**config.mk**
```make
export PLATFORM = sky130hd
export DESIGN_NAME = pread_sched
export DESIGN_NICKNAME = d
export VERILOG_FILES = /design/src/rtl/pread_sched.sv
export SDC_FILE = /design/constraint.sdc
export NUM_CORES = 1
export LEC_CHECK = 0
export ABC_AREA = 1
export CAP_MARGIN = 15
export CORE_UTILIZATION = 35
export DETAILED_ROUTE_END_ITERATION = 10
export PLACE_DENSITY = 0.77
export SLEW_MARGIN = 0
export SYNTH_ARGS = -nofsm -noshare
export SYNTH_HDL_FRONTEND = slang
export SYNTH_SLANG_ARGS = --single-unit
export TNS_END_PERCENT = 10
```
**constraint.sdc**
```tcl
create_clock -name clk -period 1.5 [get_ports clk]
set_input_delay 0.225 -clock clk [delete_from_list [all_inputs] [get_ports clk]]
set_output_delay 0.225 -clock clk [all_outputs]
set_load 0.05 [all_outputs]
```
**src/rtl/pread_sched.sv**
```systemverilog
`default_nettype none
// ============================================================================
// Module   : pread_sched
// Purpose  : Round-robin scheduler sharing one byte-in/word-out read assembler
//            among NUM_REQ byte-stream requesters. Grants one requester and
//            routes its byte lane to the assembler. Pulses the assembler start
//            strobe, waits for completion and hands the word back with a
//            one-cycle valid pulse to the winner.
// Ports    : clk, reset (async, active-high)
//            req[NUM_REQ]              per-requester level request
//            din_bus[NUM_REQ*IN_WIDTH] requester byte lanes
//            gnt[NUM_REQ]              one-hot grant, held START..DELIVER
//            rd_data[READ_WIDTH]       captured word, held until next capture
//            rd_valid[NUM_REQ]         one-hot one-cycle data-valid pulse
//            busy                      high whenever not IDLE
//            sh_enable/sh_din          assembler start strobe / muxed lane
//            sh_busy/sh_done/sh_dout   assembler status and word
// Options  : PREAD_SCHED_PRIO_EN - requester 0 gets fixed top priority; the
//            remaining requesters share round-robin among themselves.
// Revision : 1.0 - initial release
// ============================================================================
module pread_sched #(
  parameter int NUM_REQ    = 4,
  parameter int READ_WIDTH = 32,
  parameter int IN_WIDTH   = 8
) (
  input  logic                        clk,
  input  logic                        reset,
  input  logic [NUM_REQ-1:0]          req,
  input  logic [NUM_REQ*IN_WIDTH-1:0] din_bus,
  output logic [NUM_REQ-1:0]          gnt,
  output logic [READ_WIDTH-1:0]       rd_data,
  output logic [NUM_REQ-1:0]          rd_valid,
  output logic                        busy,
  output logic                        sh_enable,
  output logic [IN_WIDTH-1:0]         sh_din,
  input  logic                        sh_busy,
  input  logic                        sh_done,
  input  logic [READ_WIDTH-1:0]       sh_dout
);

  localparam int PTR_W = (NUM_REQ > 1) ? $clog2(NUM_REQ) : 1;
  localparam logic [NUM_REQ-1:0] GNT_ONE = NUM_REQ'(1);

  typedef enum logic [1:0] {
    IDLE    = 2'd0,
    START   = 2'd1,
    WAIT    = 2'd2,
    DELIVER = 2'd3
  } state_t;

  state_t             state;
  state_t             state_nxt;
  logic [PTR_W-1:0]   rr_ptr;
  logic [PTR_W-1:0]   win_idx;
  logic [PTR_W-1:0]   pick_idx;
  logic               pick_vld;
  logic [NUM_REQ-1:0] cand;
  logic               launch;

  // Arbiter: scan from rr_ptr+1 upward with wrap; first pending requester wins.
  always_comb begin
    pick_vld = 1'b0;
    pick_idx = '0;
    cand     = req;
`ifdef PREAD_SCHED_PRIO_EN
    // Requester 0 is handled by the fixed-priority override below, so the
    // rotating search only ever sees requesters 1..NUM_REQ-1.
    cand[0]  = 1'b0;
`endif
    for (int k = 1; k <= NUM_REQ; k++) begin
      automatic logic [PTR_W-1:0] idx = PTR_W'((int'(rr_ptr) + k) % NUM_REQ);
      if (!pick_vld && cand[idx]) begin
        pick_vld = 1'b1;
        pick_idx = idx;
      end
    end
`ifdef PREAD_SCHED_PRIO_EN
    if (req[0]) begin
      pick_vld = 1'b1;
      pick_idx = '0;
    end
`endif
  end

  // Never launch while the assembler is still working on something.
  assign launch = (state == IDLE) && pick_vld && !sh_busy;

  // Grant is one-hot, so an OR of gated lanes is a plain mux and yields zero
  // when nothing is granted.
  always_comb begin
    sh_din = '0;
    for (int i = 0; i < NUM_REQ; i++) begin
      if (gnt[i]) begin
        sh_din = sh_din | din_bus[i*IN_WIDTH +: IN_WIDTH];
      end
    end
  end

  always_ff @(posedge clk or posedge reset) begin
    if (reset) begin
      state <= IDLE;
    end else begin
      state <= state_nxt;
    end
  end

  always_comb begin
    state_nxt = state;
    sh_enable = 1'b0;
    rd_valid  = '0;
    busy      = (state != IDLE);
    case (state)
      IDLE:    if (launch) state_nxt = START;
      START: begin
        sh_enable = 1'b1;
        state_nxt = WAIT;
      end
      WAIT:    if (sh_done) state_nxt = DELIVER;
      DELIVER: begin
        // gnt is still held here, so it is exactly the winner's one-hot code.
        rd_valid  = gnt;
        state_nxt = IDLE;
      end
      default: state_nxt = IDLE;
    endcase
  end

  always_ff @(posedge clk or posedge reset) begin
    if (reset) begin
      gnt     <= '0;
      rd_data <= '0;
      win_idx <= '0;
      // Start the pointer at the last requester so requester 0 is first.
      rr_ptr  <= PTR_W'(NUM_REQ - 1);
    end else begin
      case (state)
        IDLE: begin
          if (launch) begin
            gnt     <= GNT_ONE << pick_idx;
            win_idx <= pick_idx;
          end
        end
        WAIT: begin
          if (sh_done) rd_data <= sh_dout;
        end
        DELIVER: begin
          gnt <= '0;
`ifdef PREAD_SCHED_PRIO_EN
          // Fixed-priority grants must not disturb the rotation of the rest.
          if (win_idx != '0) rr_ptr <= win_idx;
`else
          rr_ptr <= win_idx;
`endif
        end
        default: ;
      endcase
    end
  end

endmodule
`default_nettype wire
```
==> results.toml <==
[setup_path]
crit_path_max_fanout = 8
r2r_slack_ns = -0.16
path_cells = "buf_12 > inv_8 > nand2_1 > nand2_2 > nor2_2 > nor2_2 > nand3_4 > nand3_2 > nor2_4 > nand2_1 > nand2_1"
cp-startpoint = "rr_ptr[0]"
crit_type = "reg2reg"
r2r-end = "gnt[2]"
crit_required_ns = 1.73
critPathCaptureType = "flop"
r2r_cells = 11
endpoint = "gnt[2]"
crit_path_frequent_cell = "nand2_1"
cp_slowest_cell = "dfstp_2"
reg2reg_from = "rr_ptr[0]"
start_kind = "flop"
arrival_ns = 1.89
cpPeakStageDelay_ns = 0.56

[clock_tree]
clkTransAtPathRegs_ns = 0.08
cts_sinks = 42
htreeDepth = 2
clockBufferDepth = 2
cts_tree = "done"
ctsHoldBuffers = 0
numCtsBuffers = 5
cts_root_buf = "clkbuf_8"
clk_latency_ns = 0.29

[outcome]
status = "complete, but fails checks"
violations = "negative setup slack"

[timing]
worst_pin_slew_ns = 0.261
period_share_pct = 111
hold_viol = 0
fin_ws_ns = -0.160
fin_crit_ns = 1.66
relSlewSlack_pct = 82.6
fmax_mhz = 602
rsz0062_at_grt = "yes"
slew_violations = 0
finClkSkew_ns = 0.00596
finalSetupViolCount = 46

[power_and_ir_drop]
powerDensity_nw_per_um2 = 2480
leakagePower_nw = 1.83
p_total_mw = 9.93
ir_drop_mv = 1.60

[cells_and_area]
drive_above_1_share_pct = 43.5
fillers = 484
layout_commonest_cell = "nand2_1"
area_growth_pct = 80.4
final_area_sq_um = 4010
antenna_cells = 0
postLayoutCoreUtil_pct = 66.5
final_cell_mix = "nand2_1 (72), clkdlybuf4s50_1 (71), buf_4 (46), dfrtp_1 (36), mux2_2 (32)"
multi_input_area_sq_um = 1180
fin_nets = 455
ff_latch_area_sq_um = 1060

[floorplanning]
initial_utilization_pct = 36.9
fp.dieArea_sq_um = 6670
die_w_microns = 81.7
die_y_microns = 81.7
fp.coreArea_sq_um = 6030
pin_count = 122
rows = 28

[drt]
antenna_left = 0
drtIter0Drc = 55
dr.pass1.iters = 4
via_per_inst = 4.79
wl_per_cell_microns = 13.4
vias = 2174
drc = 0
drt_wl_total_microns = 6060

[synthesis]
syn_nets = 316
netlist_top_cells_area = "dfrtp_1 (45%), mux2_2 (16%), nand2_1 (14%)"
ys_seq_elements = 42
synth_top_area_share_pct = 45.0
synth_warnings = 0
syn_area_sq_um = 2220
syn-instance-count = 239
synth_cell_types = 24
syn_avg_cell_area_sq_um = 9.30
synth_top_area_cell = "dfrtp_1"
synth_sequential_area_ratio_pct = 47.4

[global_route]
grt-ovfl-total = 0
top_usage_layer = "met2"
grt_start_max_net_pins = 43
met2_usage_pct = 33.8
gr-usage-met3_pct = 8.44
grt_pass1_wl_microns = 9190
antenna_found_initial = 0
track_usage_pct = 18.1
globalRouteMet1Util_pct = 18.0
grt_pass1_vias = 2132

[job]
maxCapViolations = 0

[hold_path]
hp-class = "in2async"

[placed_design]
dp_hpwl_microns = 4580
place_ws_ns = -0.170
finalWeightedCongestion = 0.785
numPortBuffers = 121
place_area_sq_um = 3710
==> per-stage QoR <==
| step | hold WS, ns | setup TNS (ns) | instances |
|---|---|---|---|
| after global placement | 0.489 | -0.773 | 436 |
| after detailed placement | 0.471 | -1.12 | 436 |
| after floorplan | 0.375 | -0.193 | 239 |
| final | 0.275 | -2.70 | 454 |
| after CTS | 0.279 | -2.68 | 451 |
| after global routing | 0.296 | -5.97 | 454 |
==> routing by layer <==
metal / vias to the layer above / wire, microns
li1: 1049 / -
met2: 109 / 3060
met4: 0 / 52
met5: - / 0
met1: 1009 / 2140
met3: 7 / 806
==> area by class of cell <==
type | count | area share, %
Sequential cell | 42 | 26.4
Timing Repair Buffer | 140 | 37.4
Multi-Input combinational cell | 171 | 29.5
Clock inverter | 1 | 0.218
Clock buffer | 7 | 2.15
Tap cell | 75 | 2.34
Inverter | 18 | 1.97
==> kinds of logic after synthesis <==
kind of cell / count (synthesis) / share of synthesized area, %
muxes: 32 / 16.2
AOI/OAI and AO/OA: 6 / 1.35
adders and majority gates: 5 / 2.82
DFF: 42 / 47.4
buffers and inverters: 27 / 5.29
and+or+nand+nor: 127 / 26.9
==> power by group <==
part           total (mW)  switching (mW)  leakage [nW]  internal (mW)
clock network       0.787           0.406        0.0489          0.381
registers            2.15           0.437         0.497           1.72
logic                6.99            4.15          1.28           2.84
total                9.93            4.99          1.83           4.94
==> critical path, delay by kind of cell, from the launching register on <==
family                 cells  cell delay (ns)
and+or+nand+nor            9             0.85
DFF                        1             0.56
buffers and inverters      2             0.18
==> cells in the mapped netlist <==
| cell type | instances |
|---|---|
| mux2_2 | 32 |
| ha_1 | 5 |
| inv_2 | 3 |
| nor2_1 | 2 |
| buf_2 | 3 |
| inv_6 | 1 |
| or2_2 | 1 |
| nand2_2 | 6 |
| a21oi_1 | 2 |
| nand3_2 | 1 |
| o21ai_0 | 3 |
| nor3_2 | 1 |
| inv_1 | 14 |
| buf_6 | 1 |
| dfstp_2 | 2 |
| nor2_4 | 1 |
| nand2_1 | 85 |
| nand3_1 | 13 |
| nor2_2 | 3 |
| dfrtp_1 | 40 |
| o21ai_1 | 1 |
| nand2_4 | 5 |
| clkbuf_1 | 5 |
| nand4_1 | 9 |
==> sequential cells by signal, summed over array words and instances (netlist names) <==
name	flops
rr_ptr	2
state	2
win_idx	2
rd_data	32
gnt	4
==> worst min path at each step <==
stage / startpoint / slack (ns) / endpoint
2_1_floorplan: sh_dout[26] / 0.38 / rd_data[26]
5_1_grt: reset / 0.30 / rd_data[10]
3_3_place_gp: win_idx[0] / 0.49 / rr_ptr[0]
4_1_cts: reset / 0.28 / rd_data[8]
6_report: reset / 0.27 / rd_data[8]
3_5_place_dp: win_idx[0] / 0.47 / rr_ptr[0]
==> repair_timing <==
item                                    CTS  global route
endpoints found under the setup margin   15            53
buffers inserted                          6             3
gates cloned                              1             0
resized for setup                        16            20
pin swaps                                 3            19
Note: power is estimated with default switching activity, not from simulation.
